File: config.mk
export PLATFORM = sky130hd
export DESIGN_NAME = addsub_arbiter
export DESIGN_NICKNAME = d
export VERILOG_FILES = /design/src/rtl/addsub_arb_pkg.sv /design/src/rtl/AdderSubtractor_GateLevel.sv /design/src/rtl/addsub_rr_picker.sv /design/src/rtl/addsub_arbiter.sv
export SDC_FILE = /design/constraint.sdc
export NUM_CORES = 1
export LEC_CHECK = 0
export BUFFER_PORTS_ARGS = -buffer_cell sky130_fd_sc_hd__clkbuf_2
export CORE_ASPECT_RATIO = 0.75
export CORE_MARGIN = 5
export CORE_UTILIZATION = 40
export CTS_BUF_LIST = sky130_fd_sc_hd__clkbuf_8
export CTS_CLUSTER_SIZE = 14
export DETAILED_ROUTE_END_ITERATION = 7
export GPL_TIMING_DRIVEN = 0
export PLACE_DENSITY = 0.69
export SYNTH_ARGS = -nofsm -noshare
export SYNTH_HDL_FRONTEND = slang
export SYNTH_SLANG_ARGS = --single-unit
File: constraint.sdc
create_clock -name clk -period 3.5 [get_ports clk]
set_input_delay 0.7 -clock clk [delete_from_list [all_inputs] [get_ports clk]]
set_output_delay 0.7 -clock clk [all_outputs]
set_load 0.1 [all_outputs]
File: src/rtl/addsub_arb_pkg.sv
// rtl/addsub_arb_pkg.sv - shared constants and helpers for the adder-subtractor arbiter
package addsub_arb_pkg;

    localparam logic [1:0] ST_IDLE = 2'd0;
    localparam logic [1:0] ST_EXEC = 2'd1;
    localparam logic [1:0] ST_RESP = 2'd2;

    localparam int DEF_N    = 8;
    localparam int DEF_NREQ = 4;

    function automatic int id_width(input int n);
        return (n > 1) ? $clog2(n) : 1;
    endfunction

endpackage

File: src/rtl/AdderSubtractor_GateLevel.sv
// rtl/AdderSubtractor_GateLevel.sv - ripple-carry adder-subtractor built from gate primitives
module AdderSubtractor_GateLevel #(
    parameter int N = 8
) (
    input  logic [N-1:0] A,
    input  logic [N-1:0] B,
    input  logic         mode,
    output logic [N-1:0] S,
    output logic         Cout
);

    logic [N:0]   c;
    logic [N-1:0] bx;

    // Subtract inverts B and injects the +1 through the carry-in.
    assign c[0] = mode;

    for (genvar i = 0; i < N; i++) begin : g_bit
        assign bx[i]  = B[i] ^ mode;
        assign S[i]   = A[i] ^ bx[i] ^ c[i];
        assign c[i+1] = (A[i] & bx[i]) | (c[i] & (A[i] ^ bx[i]));
    end

    assign Cout = c[N];

endmodule

File: src/rtl/addsub_rr_picker.sv
// rtl/addsub_rr_picker.sv - combinational round-robin pick starting at ptr
module addsub_rr_picker #(
    parameter int NREQ = 4,
    parameter int IDW  = 2
) (
    input  logic [NREQ-1:0] req_valid,
    input  logic [IDW-1:0]  ptr,
    output logic [NREQ-1:0] grant,
    output logic [IDW-1:0]  idx,
    output logic            any
);

    logic [IDW-1:0] hi_idx;
    logic [IDW-1:0] lo_idx;
    logic           hi_found;

    // Lowest valid at or above ptr wins; otherwise wrap to the lowest valid overall.
    always_comb begin
        hi_idx   = '0;
        lo_idx   = '0;
        hi_found = 1'b0;
        any      = 1'b0;
        for (int i = NREQ - 1; i >= 0; i--) begin
            if (req_valid[i]) begin
                lo_idx = IDW'(i);
                any    = 1'b1;
                if (IDW'(i) >= ptr) begin
                    hi_idx   = IDW'(i);
                    hi_found = 1'b1;
                end
            end
        end
        idx   = hi_found ? hi_idx : lo_idx;
        grant = any ? (NREQ'(1) << idx) : '0;
    end

endmodule

File: src/rtl/addsub_arbiter.sv
// rtl/addsub_arbiter.sv - round-robin sequencer sharing one adder-subtractor; ADDSUB_ARB_OVF_EN adds rsp_ovf
module addsub_arbiter
    import addsub_arb_pkg::*;
#(
    parameter int N    = DEF_N,
    parameter int NREQ = DEF_NREQ,
    localparam int IDW = id_width(NREQ)
) (
    input  logic              clk,
    input  logic              rst_n,
    input  logic [NREQ-1:0]   req_valid,
    output logic [NREQ-1:0]   req_ready,
    input  logic [NREQ*N-1:0] req_a,
    input  logic [NREQ*N-1:0] req_b,
    input  logic [NREQ-1:0]   req_mode,
    output logic              rsp_valid,
    input  logic              rsp_ready,
    output logic [IDW-1:0]    rsp_id,
    output logic [N-1:0]      rsp_s,
    output logic              rsp_cout
`ifdef ADDSUB_ARB_OVF_EN
    ,
    output logic              rsp_ovf
`endif
);

    logic [1:0]      state;
    logic [IDW-1:0]  ptr;
    logic [IDW-1:0]  ptr_next;
    logic [IDW-1:0]  pick_idx;
    logic [NREQ-1:0] pick_grant;
    logic            pick_any;
    logic            accept_en;
    logic            take;

    logic [N-1:0]    op_a;
    logic [N-1:0]    op_b;
    logic            op_mode;
    logic [IDW-1:0]  op_id;
    logic [N-1:0]    sum;
    logic            cout;

    logic [N-1:0]    a_arr [NREQ];
    logic [N-1:0]    b_arr [NREQ];

    for (genvar g = 0; g < NREQ; g++) begin : g_unpack
        assign a_arr[g] = req_a[g*N +: N];
        assign b_arr[g] = req_b[g*N +: N];
    end

    addsub_rr_picker #(.NREQ(NREQ), .IDW(IDW)) u_picker (
        .req_valid (req_valid),
        .ptr       (ptr),
        .grant     (pick_grant),
        .idx       (pick_idx),
        .any       (pick_any)
    );

    AdderSubtractor_GateLevel #(.N(N)) u_addsub (
        .A    (op_a),
        .B    (op_b),
        .mode (op_mode),
        .S    (sum),
        .Cout (cout)
    );

    // A new request may be taken in the same cycle a response completes.
    assign accept_en = (state == ST_IDLE) || ((state == ST_RESP) && rsp_ready);
    assign req_ready = accept_en ? pick_grant : '0;
    assign take      = accept_en && pick_any;
    assign rsp_valid = (state == ST_RESP);
    assign ptr_next  = (pick_idx == IDW'(NREQ - 1)) ? '0 : pick_idx + 1'b1;

    always_ff @(posedge clk or negedge rst_n) begin
        if (!rst_n) begin
            state    <= ST_IDLE;
            ptr      <= '0;
            op_a     <= '0;
            op_b     <= '0;
            op_mode  <= 1'b0;
            op_id    <= '0;
            rsp_s    <= '0;
            rsp_cout <= 1'b0;
            rsp_id   <= '0;
        end else begin
            if (take) begin
                op_a    <= a_arr[pick_idx];
                op_b    <= b_arr[pick_idx];
                op_mode <= req_mode[pick_idx];
                op_id   <= pick_idx;
                ptr     <= ptr_next;
            end
            case (state)
                ST_IDLE: if (take) state <= ST_EXEC;
                ST_EXEC: begin
                    rsp_s    <= sum;
                    rsp_cout <= cout;
                    rsp_id   <= op_id;
                    state    <= ST_RESP;
                end
                ST_RESP: if (rsp_ready) state <= take ? ST_EXEC : ST_IDLE;
                default: state <= ST_IDLE;
            endcase
        end
    end

`ifdef ADDSUB_ARB_OVF_EN
    logic [N-1:0] b_eff;
    assign b_eff = op_b ^ {N{op_mode}};

    always_ff @(posedge clk or negedge rst_n) begin
        if (!rst_n) begin
            rsp_ovf <= 1'b0;
        end else if (state == ST_EXEC) begin
            rsp_ovf <= (op_a[N-1] == b_eff[N-1]) && (sum[N-1] != op_a[N-1]);
        end
    end
`endif

endmodule

==> results.md <==
Clocking:
- The clock net in this run drives a total of 34 sinks.
- The clock tree from TritonCTS is done.
- For this design, the CTS-stage hold fixing added 0 buffers.
- The buffer levels on the longest clock path is 2.
- The clock latency on the worst-skew pair is 0.28 ns.
- In this run, CTS created clock tree buffers numbering 5.
- The clock transition at the registers of the reported paths is 0.07 ns.
- The H-tree was split into 2 levels.
- The clock root buffer master is sky130_fd_sc_hd__clkbuf_8.

Logic synthesis:
- Synthesis handed over a netlist of 245 instances.
- The post-synthesis instance area is 2200 um2.
- The share of the synthesized area in the top cell type is 38.6%.
- The number of distinct standard cells referenced by the synthesized netlist is 30.
- The proportion of synthesized chip area in sequential cells is 38.6%.
- Counting every net in the synthesized netlist gives 331.
- The leading area contributor after synthesis is sky130_fd_sc_hd__dfrtp_1.
- The average footprint of a synthesized cell is 8.99 um2.
- After synthesis the netlist holds a flip-flop and latch count of 34.
- Yosys printed 0 warnings.
- Yosys attributes the largest share of cell area to sky130_fd_sc_hd__dfrtp_1, sky130_fd_sc_hd__nand2_1, sky130_fd_sc_hd__fa_1, sky130_fd_sc_hd__o221a_1, sky130_fd_sc_hd__nand4_1.

Die:
- In this run the core area contains 23 standard-cell rows.
- The height of the die is 74.3 um.
- The floorplan step set the die width to 95.7 um.
- The total die area is 7100 um2.
- 91 I/O pins were placed.
- The starting density of the core is 41.1%.
- The floorplan step defined a core boundary enclosing 5350 um2.

Setup path:
- The critical path's largest stage delay is 0.41 ns.
- Together, buffers and inverters on the worst path number 3.
- STA classifies the critical path endpoint as a register.
- For the worst setup path, the data arrival time is 3.73 ns.
- The kind of cell adding the most delay to the critical path is adder cells.
- The start-to-end type of the worst setup path is register to register.
- Among the stages of the critical path, the cell type that occurs most often is sky130_fd_sc_hd__fa_1.
- The signal on the critical path passes through clkbuf_8, xor2_2, fa_1, inv_1, fa_1, fa_2, fa_2, fa_2, fa_1, inv_1, fa_1, mux2_2.
- The maximum fanout along the worst path is 5.
- The critical path launch point type is a register.
- The standard cell with the maximum stage delay on the critical path is sky130_fd_sc_hd__fa_1.
- At the worst endpoint, the required time is 3.67 ns.

Pwr:
- Summed over all cells, the static leakage comes to 1.47 nW.
- In this run the power density over the cells is 1110 nW/um2.
- The worst-case IR drop observed on VDD is 0.319 mV.

Place:
- Before CTS, the worst setup slack after placement is -0.132 ns.
- The wire-length estimate of the detail-placed layout is 4820 um.
- The total of buffers placed on input and output ports is 90.
- The final RePlAce weighted congestion is 0.810.

Global route:
- The total overflow left after global routing is 0.
- The global-route usage over all layers is 17.5%.
- The number of global-route vias before repair is 2014.
- The first global-routing pass estimated 9410 um of wire.
- The number of antenna violations at the first check in global routing was 0.
- The maximum number of pins on one net before global-route repair is 35.

Layout:
- The most common cell after layout, fill and taps aside is sky130_fd_sc_hd__nand2_1.
- The sequential cell area in the final layout is 851 um2.
- The library cells used most frequently in the layout, excluding fill and tap cells, are sky130_fd_sc_hd__nand2_1, sky130_fd_sc_hd__clkbuf_2, sky130_fd_sc_hd__dfrtp_1.
- After the last flow step, the layout net total stands at 431.
- The fraction of final layout cells sized beyond drive strength 1 is 39.0%.
- The area growth from synthesis to final layout is 31.9%.
- The repair_antennas step left the layout with diodes totalling 0.
- The utilization of the core after routing is 54.3%.
- Summing all multi-input logic gate instances after layout gives 1210 um2.
- The number of fill cells in the layout is 529.

STA:
- Headroom to the max-slew limit came out at 44.2%.
- The final critical delay including setup and external delays is 3.56 ns.
- In the post-route analysis, the smallest setup slack over all paths is -0.0606 ns.
- The worst setup skew after layout is 0.00182 ns.
- The number of failing hold endpoints at the final stage is 0.
- Setup violations remaining at the end of the flow were counted as 1.
- Derived from the worst setup path, the maximum achievable clock frequency is 0.281 GHz.
- The final critical-path share of the clock period is 102%.
- The total negative slack is -0.0606 ns.
- Setup repair after global routing could not meet its margin everywhere.
- The transition time of the tightest slew-check pin is 0.837 ns.
- The final number of max-transition violations came to 0.

Route:
- For this run, design rule violations remaining after detail routing come to 0.
- For this block, the via count after detailed routing is 2048.
- Dividing the detail-routed wire length by the instance count gives 14.2 um.
- The violation count after the first detailed-route iteration is 85.
- The number of vias per cell is 4.86.
- The routed design has 5970 um of wire.
- The post-detailed-route count of antenna-violating nets is 0.
- The pre-antenna-repair detailed-routing pass consisted of 4 iterations.

Job:
- Across the run, the number of max-cap violations was 0.

Run status:
- The checks that failed: negative setup slack.
- The flow ran to the end, but the final reports show violations.

Hold path:
- The path class of the tightest hold or removal check is register to register.
-- sequential cells by signal, summed over array words and instances, names as in the netlist --
name      count
op_b          8
op_a          8
ptr           2
rsp_s         8
state         2
rsp_id        2
rsp_cout      1
op_mode       1
op_id         2
-- kinds of logic after synthesis --
family / count (synthesis) / share of synthesized area (%)
buffers and inverters: 28 / 7.10
xor gates and xnor gates: 8 / 3.18
adders and majority gates: 11 / 8.64
AOI/OAI and AO/OA: 31 / 13.1
muxes: 9 / 4.77
DFF: 34 / 38.6
and+or+nand+nor: 124 / 24.6
-- worst reg2reg max path, delay by kind of cell (launching register included) --
family,cells,cell delay [ns]
adder cells (fa/ha/maj),7,2.39
buffers and inverters,3,0.28
multiplexers,1,0.26
flip-flops,1,0.37
XOR/XNOR,1,0.16
-- what timing repair did --
action,in CTS,in global routing
setup endpoints to repair,1,1
resized for setup,1,0
pin swaps,1,1
hold endpoints to repair,0,0
setup buffers,3,0
-- through the flow --
step / hold slack, ns / instance area, um2 / instances / total power [W]
floorplan: 0.404 / 2220 / 245 / 0.00243
global placement: 0.461 / 2770 / 410 / 0.00284
detailed placement: 0.479 / 2770 / 410 / 0.00289
CTS: 0.494 / 2900 / 421 / 0.00326
global route: 0.510 / 2900 / 421 / 0.00349
finish: 0.487 / 2900 / 421 / 0.00322
-- final timing paths --
check / from / to / slack, ns / cells past startpoint
min in group asynchronous: rst_n / state[1] / 0.51 / 1
max in group asynchronous: rst_n / op_b[3] / 2.47 / 1
worst min register to register: rsp_s[6] / rsp_s[6] / 0.49 / 2
worst min-delay path: rsp_s[6] / rsp_s[6] / 0.49 / 2
worst max-delay path: op_mode / rsp_s[7] / -0.06 / 12
worst max register to register: op_mode / rsp_s[7] / -0.06 / 12
-- cell usage after synthesis, drive strengths merged --
master and n:
a211oi 1, buf 10, o221ai 1, nor2b 1, xor2 2, o221a 17
a21oi 2, ha 4, dfrtp 34, nand2 93, nor2 2, or3b 1
nand4 17, nor3b 2, nand3 1, fa 7, nand2b 2, a21boi 1
mux2 9, inv 11, xnor2 6, and2 4, clkbuf 7, o21ai 9
nor4 1
-- area by class of cell --
| class | instances | area share [%] |
|---|---|---|
| multi-input combinational | 183 | 41.7 |
| sequential | 34 | 29.3 |
| timing repair buffer | 93 | 16.3 |
| buffer | 17 | 4.14 |
| clock buffer | 8 | 3.79 |
| tap | 75 | 3.23 |
| inverter | 11 | 1.59 |
-- report_power, final --
part           total [W]  internal [W]  switching, W
clock network   0.000335      0.000198      0.000137
logic            0.00213      0.000739       0.00139
registers       0.000756      0.000605      0.000150
total            0.00322       0.00154       0.00168
-- layer usage --
metal  wire length (um)  GRT usage, %
met1               2860          24.3
met2               2700          27.6
met3                353          4.15
met4                 57          4.73
met5                  0             0
(Power assumes the default switching activity.)
